$ cat src/rtl/multiplicador_secuencial_con_signo_pkg.sv
// Shared constants for the sequential signed Booth multiplier.
// Defaults and state encoding used by every file of the block.
package multiplicador_secuencial_con_signo_pkg;

  localparam int ANCHO_DEF = 16;
  localparam int FRAC_DEF  = 8;
  localparam int DOBLE_DEF = 2 * ANCHO_DEF;

  typedef enum logic [1:0] {
    REPOSO  = 2'd0,
    CALCULO = 2'd1,
    FIN     = 2'd2
  } estado_t;

endpackage

$ cat src/rtl/multiplicador_secuencial_con_signo_if.sv
// Start/done handshake and result bus of the sequential multiplier.
// master drives operands and inicio; slave is the multiplier.
interface multiplicador_secuencial_con_signo_if
  import multiplicador_secuencial_con_signo_pkg::*;
#(
  parameter int ANCHO = ANCHO_DEF
) ();

  logic               inicio;
  logic [ANCHO-1:0]   operando1;
  logic [ANCHO-1:0]   operando2;
  logic               listo;
  logic               valido;
  logic [2*ANCHO-1:0] resultado_completo;
  logic [ANCHO-1:0]   resultado_truncado;
  logic               desborde;

  modport master (
    output inicio, operando1, operando2,
    input  listo, valido, resultado_completo,
    input  resultado_truncado, desborde
  );

  modport slave (
    input  inicio, operando1, operando2,
    output listo, valido, resultado_completo,
    output resultado_truncado, desborde
  );

endinterface

$ cat src/rtl/multiplicador_secuencial_con_signo_redondeo_saturacion.sv
// Product to Q(ANCHO-FRAC).FRAC: round half up, arithmetic shift, clamp.
// Purely combinational; the parent registers its outputs.
module multiplicador_secuencial_con_signo_redondeo_saturacion #(
  parameter int ANCHO = 16,
  parameter int FRAC  = 8
) (
  input  logic [2*ANCHO-1:0] completo,
  output logic [ANCHO-1:0]   truncado,
  output logic               desborde
);

  localparam logic signed [2*ANCHO:0] MAXV =
    {{(ANCHO+2){1'b0}}, {(ANCHO-1){1'b1}}};
  localparam logic signed [2*ANCHO:0] MINV =
    {{(ANCHO+2){1'b1}}, {(ANCHO-1){1'b0}}};

  logic signed [2*ANCHO:0] ext;
  logic signed [2*ANCHO:0] sesgo;
  logic signed [2*ANCHO:0] red;
  logic signed [2*ANCHO:0] desp;
  logic                    alto;
  logic                    bajo;

  assign ext = {completo[2*ANCHO-1], completo};

  if (FRAC > 0) begin : g_sesgo
    assign sesgo = {{(2*ANCHO){1'b0}}, 1'b1} << (FRAC - 1);
  end else begin : g_sin_sesgo
    assign sesgo = '0;
  end

  // one extra bit keeps the rounding add from wrapping
  assign red  = ext + sesgo;
  assign desp = red >>> FRAC;
  assign alto = desp > MAXV;
  assign bajo = desp < MINV;

  assign desborde = alto | bajo;
  assign truncado = alto ? MAXV[ANCHO-1:0] :
                    bajo ? MINV[ANCHO-1:0] :
                           desp[ANCHO-1:0];

endmodule

$ cat src/rtl/multiplicador_secuencial_con_signo.sv
// Radix-2 Booth signed multiplier, one step per cycle, start/done handshake.
// Registered full product plus rounded/saturated fixed-point result.
module multiplicador_secuencial_con_signo
  import multiplicador_secuencial_con_signo_pkg::*;
#(
  parameter int ANCHO = ANCHO_DEF,
  parameter int FRAC  = FRAC_DEF
) (
  input logic clk,
  input logic reset,
  multiplicador_secuencial_con_signo_if.slave bus
);

  localparam int CW = $clog2(ANCHO);

  estado_t            estado;
  logic [CW-1:0]      cnt;
  logic [ANCHO:0]     a;
  logic [ANCHO:0]     m;
  logic [ANCHO:0]     suma;
  logic [ANCHO:0]     a_sig;
  logic [ANCHO-1:0]   q;
  logic [ANCHO-1:0]   q_sig;
  logic               qm1;
  logic [2*ANCHO-1:0] prod_sig;
  logic [ANCHO-1:0]   trunc_sig;
  logic               desb_sig;
  logic               listo;
  logic               valido;
  logic [2*ANCHO-1:0] completo;
  logic [ANCHO-1:0]   truncado;
  logic               desborde;

  always_comb begin
    suma = a;
    unique case ({q[0], qm1})
      2'b01:   suma = a + m;
      2'b10:   suma = a - m;
      default: suma = a;
    endcase
  end

  assign a_sig    = {suma[ANCHO], suma[ANCHO:1]};
  assign q_sig    = {suma[0], q[ANCHO-1:1]};
  assign prod_sig = {a_sig[ANCHO-1:0], q_sig};

  multiplicador_secuencial_con_signo_redondeo_saturacion #(
    .ANCHO (ANCHO),
    .FRAC  (FRAC)
  ) u_redondeo (
    .completo (prod_sig),
    .truncado (trunc_sig),
    .desborde (desb_sig)
  );

  always_ff @(posedge clk or posedge reset) begin
    if (reset) begin
      estado   <= REPOSO;
      cnt      <= '0;
      a        <= '0;
      m        <= '0;
      q        <= '0;
      qm1      <= 1'b0;
      listo    <= 1'b1;
      valido   <= 1'b0;
      completo <= '0;
      truncado <= '0;
      desborde <= 1'b0;
    end else begin
      valido <= 1'b0;
      unique case (estado)
        REPOSO: begin
          if (bus.inicio) begin
            m      <= {bus.operando1[ANCHO-1], bus.operando1};
            a      <= '0;
            q      <= bus.operando2;
            qm1    <= 1'b0;
            cnt    <= CW'(ANCHO - 1);
            listo  <= 1'b0;
            estado <= CALCULO;
          end
        end
        CALCULO: begin
          a   <= a_sig;
          q   <= q_sig;
          qm1 <= q[0];
          cnt <= cnt - 1'b1;
          // results load from the final step's next-state values
          if (cnt == '0) begin
            completo <= prod_sig;
            truncado <= trunc_sig;
            desborde <= desb_sig;
            valido   <= 1'b1;
            estado   <= FIN;
          end
        end
        FIN: begin
          listo  <= 1'b1;
          estado <= REPOSO;
        end
        default: begin
          listo  <= 1'b1;
          estado <= REPOSO;
        end
      endcase
    end
  end

  assign bus.listo              = listo;
  assign bus.valido             = valido;
  assign bus.resultado_completo = completo;
  assign bus.resultado_truncado = truncado;
  assign bus.desborde           = desborde;

endmodule
$ cat src/flat_wrapper.sv
// flat-port wrapper written by rule: the top's interface ports become plain ports
module multiplicador_secuencial_con_signo_flat import multiplicador_secuencial_con_signo_pkg::*;
#(
  parameter int ANCHO = ANCHO_DEF,
  parameter int FRAC  = FRAC_DEF
)
  (clk, reset, bus_inicio, bus_operando1, bus_operando2, bus_listo, bus_valido, bus_resultado_completo, bus_resultado_truncado, bus_desborde);
  multiplicador_secuencial_con_signo_if #(.ANCHO(ANCHO)) bus_i ();
  input logic clk;
  input logic reset;
  input wire logic [$bits(bus_i.inicio)-1:0] bus_inicio;
  input wire logic [$bits(bus_i.operando1)-1:0] bus_operando1;
  input wire logic [$bits(bus_i.operando2)-1:0] bus_operando2;
  output wire logic [$bits(bus_i.listo)-1:0] bus_listo;
  output wire logic [$bits(bus_i.valido)-1:0] bus_valido;
  output wire logic [$bits(bus_i.resultado_completo)-1:0] bus_resultado_completo;
  output wire logic [$bits(bus_i.resultado_truncado)-1:0] bus_resultado_truncado;
  output wire logic [$bits(bus_i.desborde)-1:0] bus_desborde;
  assign bus_i.inicio = bus_inicio;
  assign bus_i.operando1 = bus_operando1;
  assign bus_i.operando2 = bus_operando2;
  assign bus_listo = bus_i.listo;
  assign bus_valido = bus_i.valido;
  assign bus_resultado_completo = bus_i.resultado_completo;
  assign bus_resultado_truncado = bus_i.resultado_truncado;
  assign bus_desborde = bus_i.desborde;
  multiplicador_secuencial_con_signo #(.ANCHO(ANCHO), .FRAC(FRAC)) u_core (.clk(clk), .reset(reset), .bus(bus_i));
endmodule
$ cat config.mk
export PLATFORM = sky130hd
export DESIGN_NAME = multiplicador_secuencial_con_signo_flat
export DESIGN_NICKNAME = d
export VERILOG_FILES = /design/src/rtl/multiplicador_secuencial_con_signo_pkg.sv /design/src/rtl/multiplicador_secuencial_con_signo_if.sv /design/src/rtl/multiplicador_secuencial_con_signo_redondeo_saturacion.sv /design/src/rtl/multiplicador_secuencial_con_signo.sv /design/src/flat_wrapper.sv
export SDC_FILE = /design/constraint.sdc
export NUM_CORES = 1
export LEC_CHECK = 0
export CAP_MARGIN = 5
export CORE_MARGIN = 10
export CORE_UTILIZATION = 55
export CTS_CLUSTER_SIZE = 10
export DETAILED_ROUTE_END_ITERATION = 12
export PLACE_DENSITY = 0.8
export SETUP_SLACK_MARGIN = 0.1
export SLEW_MARGIN = 20
export SYNTH_ARGS = -nofsm -noshare
export SYNTH_HDL_FRONTEND = slang
export SYNTH_HIERARCHICAL = 1
export SYNTH_SLANG_ARGS = --single-unit
$ cat constraint.sdc
create_clock -name clk -period 6.9 [get_ports clk]
set_input_delay 1.38 -clock clk [delete_from_list [all_inputs] [get_ports clk]]
set_output_delay 1.38 -clock clk [all_outputs]
set_load 0.02 [all_outputs]
### Word-level counts from Yosys, hierarchy flattened

Cells that the tools add are included.

* add/subtract/negate cells: 4
* $lt $le $gt $ge: 2
* eq/ne operators: 5
* mux-type cells: 17
* bitwise operators: 2
* reduce and logical (&&, ||, !) cells: 8

Operators with widths (number)
* one-hot mux 17 bit (2 select lines): 2
* 2-to-1 mux 16 bit: 3
* adder 32 x 9 -> 33 bit, second input constant: 1
* one-hot mux 16 bit (2 select lines): 1
* greater-than comparator 25 x 16 -> 1 bit, second input constant: 1
* < comparator 25 x 16 -> 1 bit, second input constant: 1
* adder 17 bit: 1
* 2-to-1 mux 17 bit: 1
* subtractor 17 bit: 1
* AND reduction 2 bit: 5
* one-hot mux 4 bit (2 select lines): 1
* equality test 2 x 1 -> 1 bit, second input constant: 2
* logical NOT 4 bit: 1
* 2-to-1 mux 2 bit: 2
* 2-to-1 mux 4 bit: 1
* one-hot mux 1 bit (2 select lines): 2
* one-hot mux 2 bit (2 select lines): 1
* subtractor 4 x 1 -> 4 bit, second input constant: 1
* 2-to-1 mux 1 bit: 3
* equality test 2 bit, second input constant: 1
* logical NOT 2 bit: 1
* != test 2 x 1 -> 1 bit, second input constant: 1
* != test 2 bit, second input constant: 1
* nonzero test 2 bit: 1
* 2 further kinds: 2

* bits in registers: 107
* input bits: 35
* output and inout port bits: 51
* logic and storage cells: 49

### Logic depth before layout (Yosys ltp)

Gate-level depths: netlist of run 1.

* depth in word-level cells: 6
* mapped depth: 25
* depth with buffers taken out: 23

### Cells and area by module

The synthesis of run 1 kept the hierarchy.

Modules (own cells, without submodules)
* multiplicador_secuencial_con_signo: instances 1, cells each 623, area an instance 5413.9 sq um, seq. area each 2653.8 sq um
* multiplicador_secuencial_con_signo_redondeo_saturacion: instances 1, cells each 134, area an instance 837.1 sq um, seq. area each 0.0 sq um

### Least setup slack after synthesis of run 1

Ideal clock, no wire load.

* path type: flip-flop to flip-flop
* from: reg u_core.qm1
* to: reg u_core.truncado[11] (netlist: u_core/bus.resultado_truncado[11])
* setup time: 65 ps
* arrival: 4812 ps
* required time: 6835 ps
* path slack: 2022 ps
* stages on the path, launching flop included: 23
* buffers on the path: 3
* period minus slack after synthesis: 4878 ps
* cell sequence: dfrtp_1 > inv_1 > ha_1 > clkbuf_1 > clkbuf_1 > nor2_1 > xnor2_1 > ha_1 > nor2b_2 > o31a_2 > o21ai_0 > nand2b_1 > xnor2_1 > o21ai_0 > nand4_2 > or2_4 > or4_4 > a2111oi_4 > a21oi_2 > buf_6 > nor3_1 > nand2_1 > nand2_1

* word-level cells in the longest chain between the ends: 6
* elaborated cells between the ends (all ways): 8
* classes of those cells: add/sub: 1; order compare: 2; eq/ne: 2; mux: 3

RTL lines
* from (decl): line multiplicador_secuencial_con_signo.sv:24 `logic qm1;`
* from (signal assigned): line multiplicador_secuencial_con_signo.sv:86 `qm1 <= q[0];`
* equality test 2 bit or equality test 2 x 1 -> 1 bit (tied branches): line multiplicador_secuencial_con_signo.sv:36 `unique case ({q[0], qm1})`
* one-hot mux 17 bit (2 select lines) (*): line multiplicador_secuencial_con_signo.sv:36
* net u_core.suma[6]: line multiplicador_secuencial_con_signo.sv:20 `logic [ANCHO:0] suma;`
* adder 32 x 9 -> 33 bit (*): line multiplicador_secuencial_con_signo_redondeo_saturacion.sv:33 `assign red = ext + sesgo;`
* < comparator 25 x 16 -> 1 bit: line multiplicador_secuencial_con_signo_redondeo_saturacion.sv:36 `assign bajo = desp < MINV;`
* 2-to-1 mux 16 bit: line multiplicador_secuencial_con_signo_redondeo_saturacion.sv:40 `bajo ? MINV[ANCHO-1:0] :`
* 2-to-1 mux 16 bit (*): line multiplicador_secuencial_con_signo_redondeo_saturacion.sv:39 `assign truncado = alto ? MAXV[ANCHO-1:0] :`
* net u_core.trunc_sig[11]: line multiplicador_secuencial_con_signo.sv:26 `logic [ANCHO-1:0] trunc_sig;`
* to (signal assigned): line multiplicador_secuencial_con_signo.sv:91 `truncado <= trunc_sig;`
* to (decl): line multiplicador_secuencial_con_signo.sv:31 `logic [ANCHO-1:0] truncado;`

Mark *: on every way through the listed nets, which the timed path passes. The rest lies on a longest branch.
A chain may end at the register's enable or synchronous reset.

### Worst setup path in the final report of run 1

* from: reg u_core.m[3]
* to: reg u_core.truncado[0] (netlist: u_core/bus.resultado_truncado[0])

* word-level cells in the longest chain between the ends: 6
* elaborated cells between the ends (all ways): 8
* classes of those cells: add/sub: 3; order compare: 2; mux: 3

RTL lines
* from (decl): line multiplicador_secuencial_con_signo.sv:19 `logic [ANCHO:0] m;`
* from (signal assigned): line multiplicador_secuencial_con_signo.sv:74 `m <= {bus.operando1[ANCHO-1], bus.operando1};`
* subtractor 17 bit or adder 17 bit (tied branches): line multiplicador_secuencial_con_signo.sv:38, multiplicador_secuencial_con_signo.sv:37
* one-hot mux 17 bit (2 select lines) (*): line multiplicador_secuencial_con_signo.sv:36
* net u_core.suma[16]: line multiplicador_secuencial_con_signo.sv:20
* adder 32 x 9 -> 33 bit (*): line multiplicador_secuencial_con_signo_redondeo_saturacion.sv:33
* < comparator 25 x 16 -> 1 bit: line multiplicador_secuencial_con_signo_redondeo_saturacion.sv:36
* 2-to-1 mux 16 bit: line multiplicador_secuencial_con_signo_redondeo_saturacion.sv:40
* 2-to-1 mux 16 bit (*): line multiplicador_secuencial_con_signo_redondeo_saturacion.sv:39
* net u_core.trunc_sig[0]: line multiplicador_secuencial_con_signo.sv:26

Marked as above.

==> tab_implementation.tex, run 1 <==
\begin{tabular}{lr}
\hline
Metric & Value \\
\hline
\multicolumn{2}{l}{\textbf{Setup path}} \\
\quad Buffers plus inverters on the worst setup path & 0 \\
\quad Family with the most delay on the worst path & compound AO/OA/AOI/OAI gates \\
\quad Critical path, cell by cell & or3\_1 > nor3\_1 > nand2b\_1 > nor2\_1 > nor2\_1 > xnor2\_1 > ha\_1 > o21ai\_0 > nand2\_1 > a21oi\_1 > a311oi\_2 > a311oi\_2 > mux2i\_2 > xnor2\_1 > xnor2\_1 > a31oi\_1 > nor4\_1 > o22ai\_1 > o21ai\_1 > o21ai\_1 > nand2\_1 > nand2\_1 \\
\quad Critical Path End Type & register \\
\quad Critical Path RT & 7.20 ns \\
\quad CP Launch Type & register \\
\quad Worst EP arrival & 5.92 ns \\
\quad Maximum single-stage delay on the critical path & 0.70 ns \\
\quad Setup slack on the worst flop-to-flop path & 1.28 ns \\
\quad Cell at the slowest stage of the critical path & o22ai\_1 \\
\quad Worst Setup SP & u\_core/m[3]\$\_DFFE\_PP0P\_ \\
\quad Worst reg-to-reg path cell count & 22 \\
\quad Worst flop-to-flop path startpoint & u\_core/m[3]\$\_DFFE\_PP0P\_ \\
\quad Critical path class & register to register \\
\quad CP max FO & 10 \\
\quad Capture instance of the worst register-to-register path & u\_core/bus.resultado\_truncado[0]\$\_DFFE\_PP0P\_ \\
\multicolumn{2}{l}{\textbf{Synth}} \\
\quad Mean post-synth cell area & 8.26 um\^{}2 \\
\quad Dominant combinational cell family by area after synthesis & simple AND/OR/NAND/NOR gates \\
\quad Cells after synthesis & approximately 760 \\
\quad Syn. warnings & 6 \\
\quad Flip-flop cell with the highest count after synthesis & dfrtp\_1 \\
\quad Mux contribution to synthesized area & 0.0262 \\
\quad Count of distinct cell types in the synthesized netlist & 61 \\
\quad Count of flip-flops with a built-in enable after synthesis & 0 \\
\quad Fraction of the mapped netlist area in compound gates & 0.142 \\
\quad Post-synth net total & 813 \\
\quad Sequential element share of the synthesized area & 0.425 \\
\quad Post-Synth XOR/XNOR Area & 0.0574 \\
\quad Adder-cell share of the synthesized area & 0.0432 \\
\quad Simple-gate area share of the yosys netlist & 0.264 \\
\quad Yosys reg bits & 106 \\
\quad Cell area after synthesis & 0.00625 mm\^{}2 \\
\quad Synth async-reset ratio & 1.00 \\
\multicolumn{2}{l}{\textbf{Floorplan}} \\
\quad Core Region & 0.0110 mm\^{}2 \\
\quad Num ports & 86 \\
\quad Placement row count & 38 \\
\quad Initial Utilization & 0.569 \\
\quad Die Ht & 127 um \\
\quad Area of the die & 0.0160 mm\^{}2 \\
\quad Horizontal die dimension & 127 um \\
\multicolumn{2}{l}{\textbf{Clock network}} \\
\quad Number of buffers on the longest clock path & 2 \\
\quad Number of hold buffers added after CTS & 0 \\
\quad Post-CTS resize count & 0 \\
\quad CTS Root Buffer Type & clkbuf\_16 \\
\quad Insertion delay of the later-clocked pin in the worst-skew pair & between 0.3 and 0.4 ns \\
\quad Number of CTS-inserted buffers & 9 \\
\quad CTS H-tree depth & 3 \\
\quad Buffer count from post-CTS setup fixing & 0 \\
\quad Clock-pin slew of the registers on the worst-case setup and hold paths & roughly 0.070 ns \\
\quad CTS sink count & between 100 and 150 \\
\quad CTS tree & built \\
\multicolumn{2}{l}{\textbf{STA}} \\
\quad Final worst-path cycle share & 0.815 \\
\quad Transition time at the pin with the least slew margin & between 1 and 1.5 ns \\
\quad Min Hold Slack & approximately 0.47 ns \\
\quad RSZ-0062 raised after global routing & no \\
\quad Final period demand of the worst path & 5.62 ns \\
\quad Worst clock skew on the final layout & around 0.0068 ns \\
\quad Final-report max-slew violation count & 0 \\
\quad Upper clock frequency limit & 0.178 GHz \\
\quad Hold violation count in the final report & 0 \\
\quad Setup\_tns & 0 ns \\
\quad Number of failing setup endpoints in the final timing report & 0 \\
\quad Remaining max-slew budget at the tightest pin & 0.290 \\
\multicolumn{2}{l}{\textbf{Drt}} \\
\quad Number of vias per cell & 5.65 \\
\quad Routed Wire Length & 16.4 mm \\
\quad Number of DRC markers in iteration 0 & between 500 and 600 \\
\quad Detailed-routing iteration count for the pre-antenna-repair pass & 5 \\
\quad Wire length per cell & 17.0 um \\
\quad Post-detailed-route count of antenna-violating nets & 0 \\
\quad Number of design rule violations left after detail routing & 0 \\
\quad Total number of vias & 5475 \\
\multicolumn{2}{l}{\textbf{Finish}} \\
\quad Area of the multi-input gates & 0.00334 mm\^{}2 \\
\quad Number of nets in the layout & 880 \\
\quad Layout cell share with drive strength beyond 1 & 0.0651 \\
\quad Area Overhead vs Synth & 20.4\% \\
\quad Core Util, Final & 0.685 \\
\quad Total of fill cells in the finished design & roughly 890 \\
\quad Finished Layout Cells & 969 \\
\quad Total area of sequential cells & 0.00265 mm\^{}2 \\
\quad Diodes inserted & 0 \\
\multicolumn{2}{l}{\textbf{Hold path}} \\
\quad Instance count along the most critical hold path & 2 \\
\quad Hold Path Class & register to register \\
\quad Hold endpoint & u\_core/bus.resultado\_completo[15]\$\_DFFE\_PP0P\_ \\
\quad Worst hold start & u\_core/bus.resultado\_completo[15]\$\_DFFE\_PP0P\_ \\
\multicolumn{2}{l}{\textbf{Place}} \\
\quad Port bufs & 85 \\
\quad Placed cell count & 953 \\
\quad Last weighted congestion value of the routability-driven placer & around 0.9 \\
\quad Post-DP HPWL & 11.9 mm \\
\multicolumn{2}{l}{\textbf{Global route}} \\
\quad Pin count of the biggest net entering global routing & 62 \\
\quad GRT Util Overall & 0.202 \\
\quad Number of global-route vias before repair & 5389 \\
\quad Global-route wire length before repair & 27.1 mm \\
\quad Number of antenna violations at the first check in global routing & 0 \\
\quad Grt ovf & 0 \\
\multicolumn{2}{l}{\textbf{Flow run}} \\
\quad Max capacitance violation total & 0 \\
\multicolumn{2}{l}{\textbf{Run status}} \\
\quad Result of the run & finished, final reports clean \\
\hline
\end{tabular}
## worst min-delay path, cell delays in order (launching register included)
cell	delay (ns)
dfrtp_1	0.34
nand2_1	0.05
nand2_1	0.05
## placed cells by master, fill, tap and decap left out, types with 4 or more instances in the layout
| cell | n |
|---|---|
| inv_1 | 33 |
| and2_1 | 4 |
| clkdlybuf4s50_1 | 85 |
| mux2i_1 | 9 |
| o31ai_1 | 6 |
| and3_1 | 5 |
| a211oi_1 | 6 |
| a22oi_1 | 17 |
| nor2_1 | 42 |
| o21ai_1 | 4 |
| mux2_2 | 4 |
| xnor2_1 | 31 |
| a21oi_1 | 29 |
| a31oi_1 | 7 |
| nor4_1 | 5 |
| clkbuf_16 | 9 |
| nand2b_1 | 5 |
| dfrtp_1 | 105 |
| nand4_1 | 5 |
| o21ai_0 | 44 |
| ha_1 | 20 |
| xor2_1 | 10 |
| nand2_1 | 221 |
| nand3_1 | 26 |
| buf_4 | 6 |
| nor3_1 | 28 |
## how the worst max path moves through the flow
stage	slack [ns]	cells after the start	endpoint
2_1_floorplan	2.02	22	u_core/bus.resultado_truncado[11]$_DFFE_PP0P_
3_3_place_gp	1.52	20	u_core/bus.resultado_truncado[10]$_DFFE_PP0P_
3_5_place_dp	1.39	18	u_core/bus.resultado_truncado[6]$_DFFE_PP0P_
4_1_cts	1.31	17	u_core/bus.resultado_truncado[6]$_DFFE_PP0P_
5_1_grt	0.85	18	u_core/bus.resultado_truncado[1]$_DFFE_PP0P_
6_report	1.28	22	u_core/bus.resultado_truncado[0]$_DFFE_PP0P_
## state kept, by name, indices dropped and copies added, names as in the netlist, 2 cells and up
name	cells
u_core/estado	2
u_core/m	16
u_core/a	16
u_core/q	16
u_core/bus.resultado_truncado	16
u_core/bus.resultado_completo	32
u_core/cnt	4
## synth_stat cells (3+ instances only)
library cell / count / area share
a211oi_1: 6 / 0.0072
a21oi_1: 29 / 0.023
a22oi_1: 17 / 0.020
a31oi_1: 7 / 0.0070
and2_1: 4 / 0.0040
and3_1: 5 / 0.0050
buf_1: 3 / 0.0018
clkbuf_1: 31 / 0.019
dfrtp_1: 105 / 0.42
ha_1: 20 / 0.040
inv_1: 34 / 0.020
mux2_2: 4 / 0.0072
mux2i_1: 9 / 0.014
nand2_1: 222 / 0.13
nand2b_1: 5 / 0.0050
nand3_1: 26 / 0.021
nand3b_1: 3 / 0.0036
nand4_1: 5 / 0.0050
nor2_1: 43 / 0.026
nor2b_1: 4 / 0.0040
nor3_1: 28 / 0.022
nor4_1: 5 / 0.0050
o21a_1: 3 / 0.0036
o21ai_0: 44 / 0.035
o21ai_1: 4 / 0.0032
o31ai_1: 6 / 0.0072
or2_2: 3 / 0.0030
or3_1: 3 / 0.0030
xnor2_1: 31 / 0.043
xor2_1: 10 / 0.014
## per-layer routing
metal	part of all wire	global-route usage	wire [um]	vias up
met5	0	0	0	-
met4	0.018	0.0643	292	0
met3	0.049	0.0354	808	17
met2	0.50	0.346	8170	141
met1	0.44	0.253	7160	2610
li1	-	-	-	2707
## stage by stage
step                      worst slack (ns)  instance area (um^2)
after floorplan                       2.02                  6250
after global placement                1.52                  7190
after detailed placement              1.39                  7190
after CTS                             1.31                  7520
after global routing                 0.849                  7530
final                                 1.28                  7530
## kinds of logic (layout without fill, tap and decap cells)
logic type | Yosys count | in the layout
and+or+nand+nor | 369 | 369
AOI/OAI and AO/OA | 136 | 136
adders and majority gates | 21 | 21
buffers and inverters | 69 | 141
DFF | 106 | 106
muxes | 15 | 15
xor gates and xnor gates | 41 | 41
## layout make-up
cell class	count	area share
multi-input cells	582	0.444
inverters	34	0.0173
repair buffers	91	0.119
flip-flops and latches	106	0.353
clock buffers	9	0.0299
clock inverters	7	0.0143
well taps	140	0.0233
Power of run 1 is not shown: default switching activity piles up to over one toggle a cycle in this logic, so the estimate is an artifact.
==> inputs of run 2 (changes only) <==
Clock period 6.9 ns to 5.8 ns, I/O delays scaled along.
==> run 2 against run 1 <==
Net effect: clock-buffer cell count is the same; critical path depth shrank 1; cell area grew 1.8%; sequential share of layout area shrank 0.62 points; final cell count grew 1.7%; via count grew 1.7%; hold slack gained 0.0048 ns; fmax grew 10%; first-iteration DRC count shrank 7.1%; critical path type unchanged.
==> tab_implementation.tex, run 2 (synthesis results as in run 1) <==
\begin{tabular}{lr}
\hline
Metric & Value \\
\hline
\multicolumn{2}{l}{\textbf{Finish}} \\
\quad Total area of sequential cells & 0.00265 mm\^{}2 \\
\quad Layout cell share with drive strength beyond 1 & 0.0840 \\
\quad Number of flip-flops in the largest register & 32 \\
\quad Total of fill cells in the finished design & 899 \\
\quad Cell area after layout & approximately 0.0077 mm\^{}2 \\
\quad Commonest cells after routing, fill and taps aside & nand2\_1 (221), dfrtp\_1 (105), clkdlybuf4s50\_1 (85) \\
\quad Number of nets in the layout & 896 \\
\quad Most frequent standard cell in the layout excluding fill and tap cells & nand2\_1 \\
\quad Diodes inserted & 0 \\
\quad Area Overhead vs Synth & 22.6\% \\
\quad Area of the multi-input gates & between 0.003 and 0.004 mm\^{}2 \\
\multicolumn{2}{l}{\textbf{STA}} \\
\quad Final period demand of the worst path & 5.10 ns \\
\quad Setup slack after layout & 0.696 ns \\
\quad Remaining max-slew budget at the tightest pin & 0.307 \\
\quad Number of failing setup endpoints in the final timing report & 0 \\
\quad Min Hold Slack & between 0.4 and 0.5 ns \\
\quad Setup\_tns & 0 ns \\
\quad Final worst-path cycle share & 0.880 \\
\quad Final-report max-slew violation count & 0 \\
\quad Worst clock skew on the final layout & 0.0113 ns \\
\quad Hold violation count in the final report & 0 \\
\quad RSZ-0062 raised after global routing & no \\
\quad Transition time at the pin with the least slew margin & between 1 and 1.5 ns \\
\quad Upper clock frequency limit & 0.196 GHz \\
\multicolumn{2}{l}{\textbf{Place}} \\
\quad Port bufs & 85 \\
\quad Last weighted congestion value of the routability-driven placer & 0.875 \\
\quad Instance area at placement & 0.00731 mm\^{}2 \\
\quad Pre-CTS WS & approximately 0.65 ns \\
\quad Post-DP HPWL & $\sim$12 mm \\
\multicolumn{2}{l}{\textbf{Setup path}} \\
\quad CP max FO & 10 \\
\quad Critical path, cell by cell & or3\_1 > nor3\_1 > nand2b\_1 > nor4\_1 > nor2\_1 > xnor2\_1 > ha\_1 > a211oi\_1 > a311oi\_2 > a311oi\_2 > mux2i\_2 > xnor2\_1 > xnor2\_1 > a31oi\_1 > nor4\_1 > o22ai\_1 > buf\_4 > o21ai\_2 > o21ai\_0 > nand2\_1 > nand2\_1 \\
\quad Critical path class & register to register \\
\quad Maximum single-stage delay on the critical path & roughly 0.45 ns \\
\quad Critical Path RT & 6.05 ns \\
\quad Critical Path End Type & register \\
\quad Worst EP arrival & 5.35 ns \\
\quad Cell seen most often among critical-path stages & xnor2\_1 \\
\quad CP Launch Type & register \\
\quad Cell at the slowest stage of the critical path & or3\_1 \\
\multicolumn{2}{l}{\textbf{Hold path}} \\
\quad Hold Path Class & register to register \\
\multicolumn{2}{l}{\textbf{Drt}} \\
\quad Wire length per cell & 17.1 um \\
\quad Routed Wire Length & 16.8 mm \\
\quad Number of design rule violations left after detail routing & 0 \\
\quad Detailed-routing iteration count for the pre-antenna-repair pass & 7 \\
\quad Post-detailed-route count of antenna-violating nets & 0 \\
\quad Number of vias per cell & 5.65 \\
\quad Total number of vias & 5566 \\
\quad Number of DRC markers in iteration 0 & 485 \\
\multicolumn{2}{l}{\textbf{Global route}} \\
\quad Number of antenna violations at the first check in global routing & 0 \\
\quad Grt ovf & 0 \\
\quad Number of global-route vias before repair & 5404 \\
\quad Pin count of the biggest net entering global routing & between 70 and 80 \\
\quad Global-route wire length before repair & about 27 mm \\
\quad GRT Util Overall & 0.206 \\
\multicolumn{2}{l}{\textbf{Clock network}} \\
\quad Number of CTS-inserted buffers & 9 \\
\quad CTS tree & built \\
\quad CTS sink count & 106 \\
\quad CTS H-tree depth & 3 \\
\quad Insertion delay of the later-clocked pin in the worst-skew pair & 0.36 ns \\
\quad Number of hold buffers added after CTS & 0 \\
\quad Number of buffers on the longest clock path & 2 \\
\quad Clock-pin slew of the registers on the worst-case setup and hold paths & roughly 0.08 ns \\
\quad CTS Root Buffer Type & clkbuf\_16 \\
\multicolumn{2}{l}{\textbf{Floorplan}} \\
\quad Die Ht & 127 um \\
\quad Core Region & 0.0110 mm\^{}2 \\
\quad Placement row count & 38 \\
\quad Horizontal die dimension & 127 um \\
\quad Num ports & 86 \\
\quad Area of the die & around 0.016 mm\^{}2 \\
\quad Initial Utilization & 0.569 \\
\multicolumn{2}{l}{\textbf{Flow run}} \\
\quad Max capacitance violation total & 0 \\
\multicolumn{2}{l}{\textbf{Run status}} \\
\quad Result of the run & finished, final reports clean \\
\hline
\end{tabular}
run 2: cell types whose count changed in the layout (fill, tap and decap cells not counted), sizes merged:
cell / delta
inv: +1
buf: +16
clkinvlp: -1
run 2: layer usage:
layer	wire length (um)	GRT usage	vias to the layer above
li1	-	-	2735
met1	7440	0.254	2654
met2	8320	0.353	155
met3	804	0.0487	22
met4	238	0.0576	0
met5	0	0	-
run 2: what timing repair did:
action / CTS / global route
endpoints found under the setup margin: 0 / 7
setup buffers: 0 / 0
resized for setup: 0 / 1
run 2: path summary, 6_finish.rpt:
path	cells past startpoint	from	slack (ns)	end
worst min register to register	2	u_core/bus.resultado_completo[24]$_DFFE_PP0P_	0.48	u_core/bus.resultado_completo[24]$_DFFE_PP0P_
min in group asynchronous	2	reset	1.36	u_core/cnt[0]$_DFFE_PP0P_
worst max register to register	21	u_core/m[3]$_DFFE_PP0P_	0.70	u_core/bus.resultado_truncado[1]$_DFFE_PP0P_
worst max-delay path	21	u_core/m[3]$_DFFE_PP0P_	0.70	u_core/bus.resultado_truncado[1]$_DFFE_PP0P_
worst min-delay path	2	u_core/bus.resultado_completo[24]$_DFFE_PP0P_	0.48	u_core/bus.resultado_completo[24]$_DFFE_PP0P_
max in group asynchronous	3	reset	3.46	u_core/bus.desborde$_DFFE_PP0P_
run 2: critical path, delay by kind of cell, from the launching register on:
family	cells	cell delay, ns
DFF	1	0.42
AOI/OAI and AO/OA	7	1.56
and+or+nand+nor	8	1.50
buffers and inverters	1	0.18
adders and majority gates	1	0.32
muxes	1	0.32
xor gates and xnor gates	3	0.67
run 2: layout make-up:
type                       instances  area share
multi-input combinational        582       0.436
sequential                       106       0.346
timing repair buffer             107       0.133
clock buffer                       9      0.0294
tap                              140      0.0229
inverter                          34      0.0170
clock inverter                     7      0.0155
run 2: stage by stage:
step            util  instances
2_1_floorplan      -        757
3_3_place_gp   0.666        969
5_1_grt        0.698        985
6_report       0.698        985
3_5_place_dp   0.666        969
4_1_cts        0.697        985
Power of run 2 is left out for the same reason.
==> inputs of run 3 (changes only) <==
Settings changed: CTS_CLUSTER_DIAMETER from default to 60, CTS_CLUSTER_SIZE 10 to default, HOLD_SLACK_MARGIN from default to 0.08.
==> results of run 3 <==
The final DEF is identical to that of run 2; final timing and power are the same.
Power of run 3 is left out for the same reason.
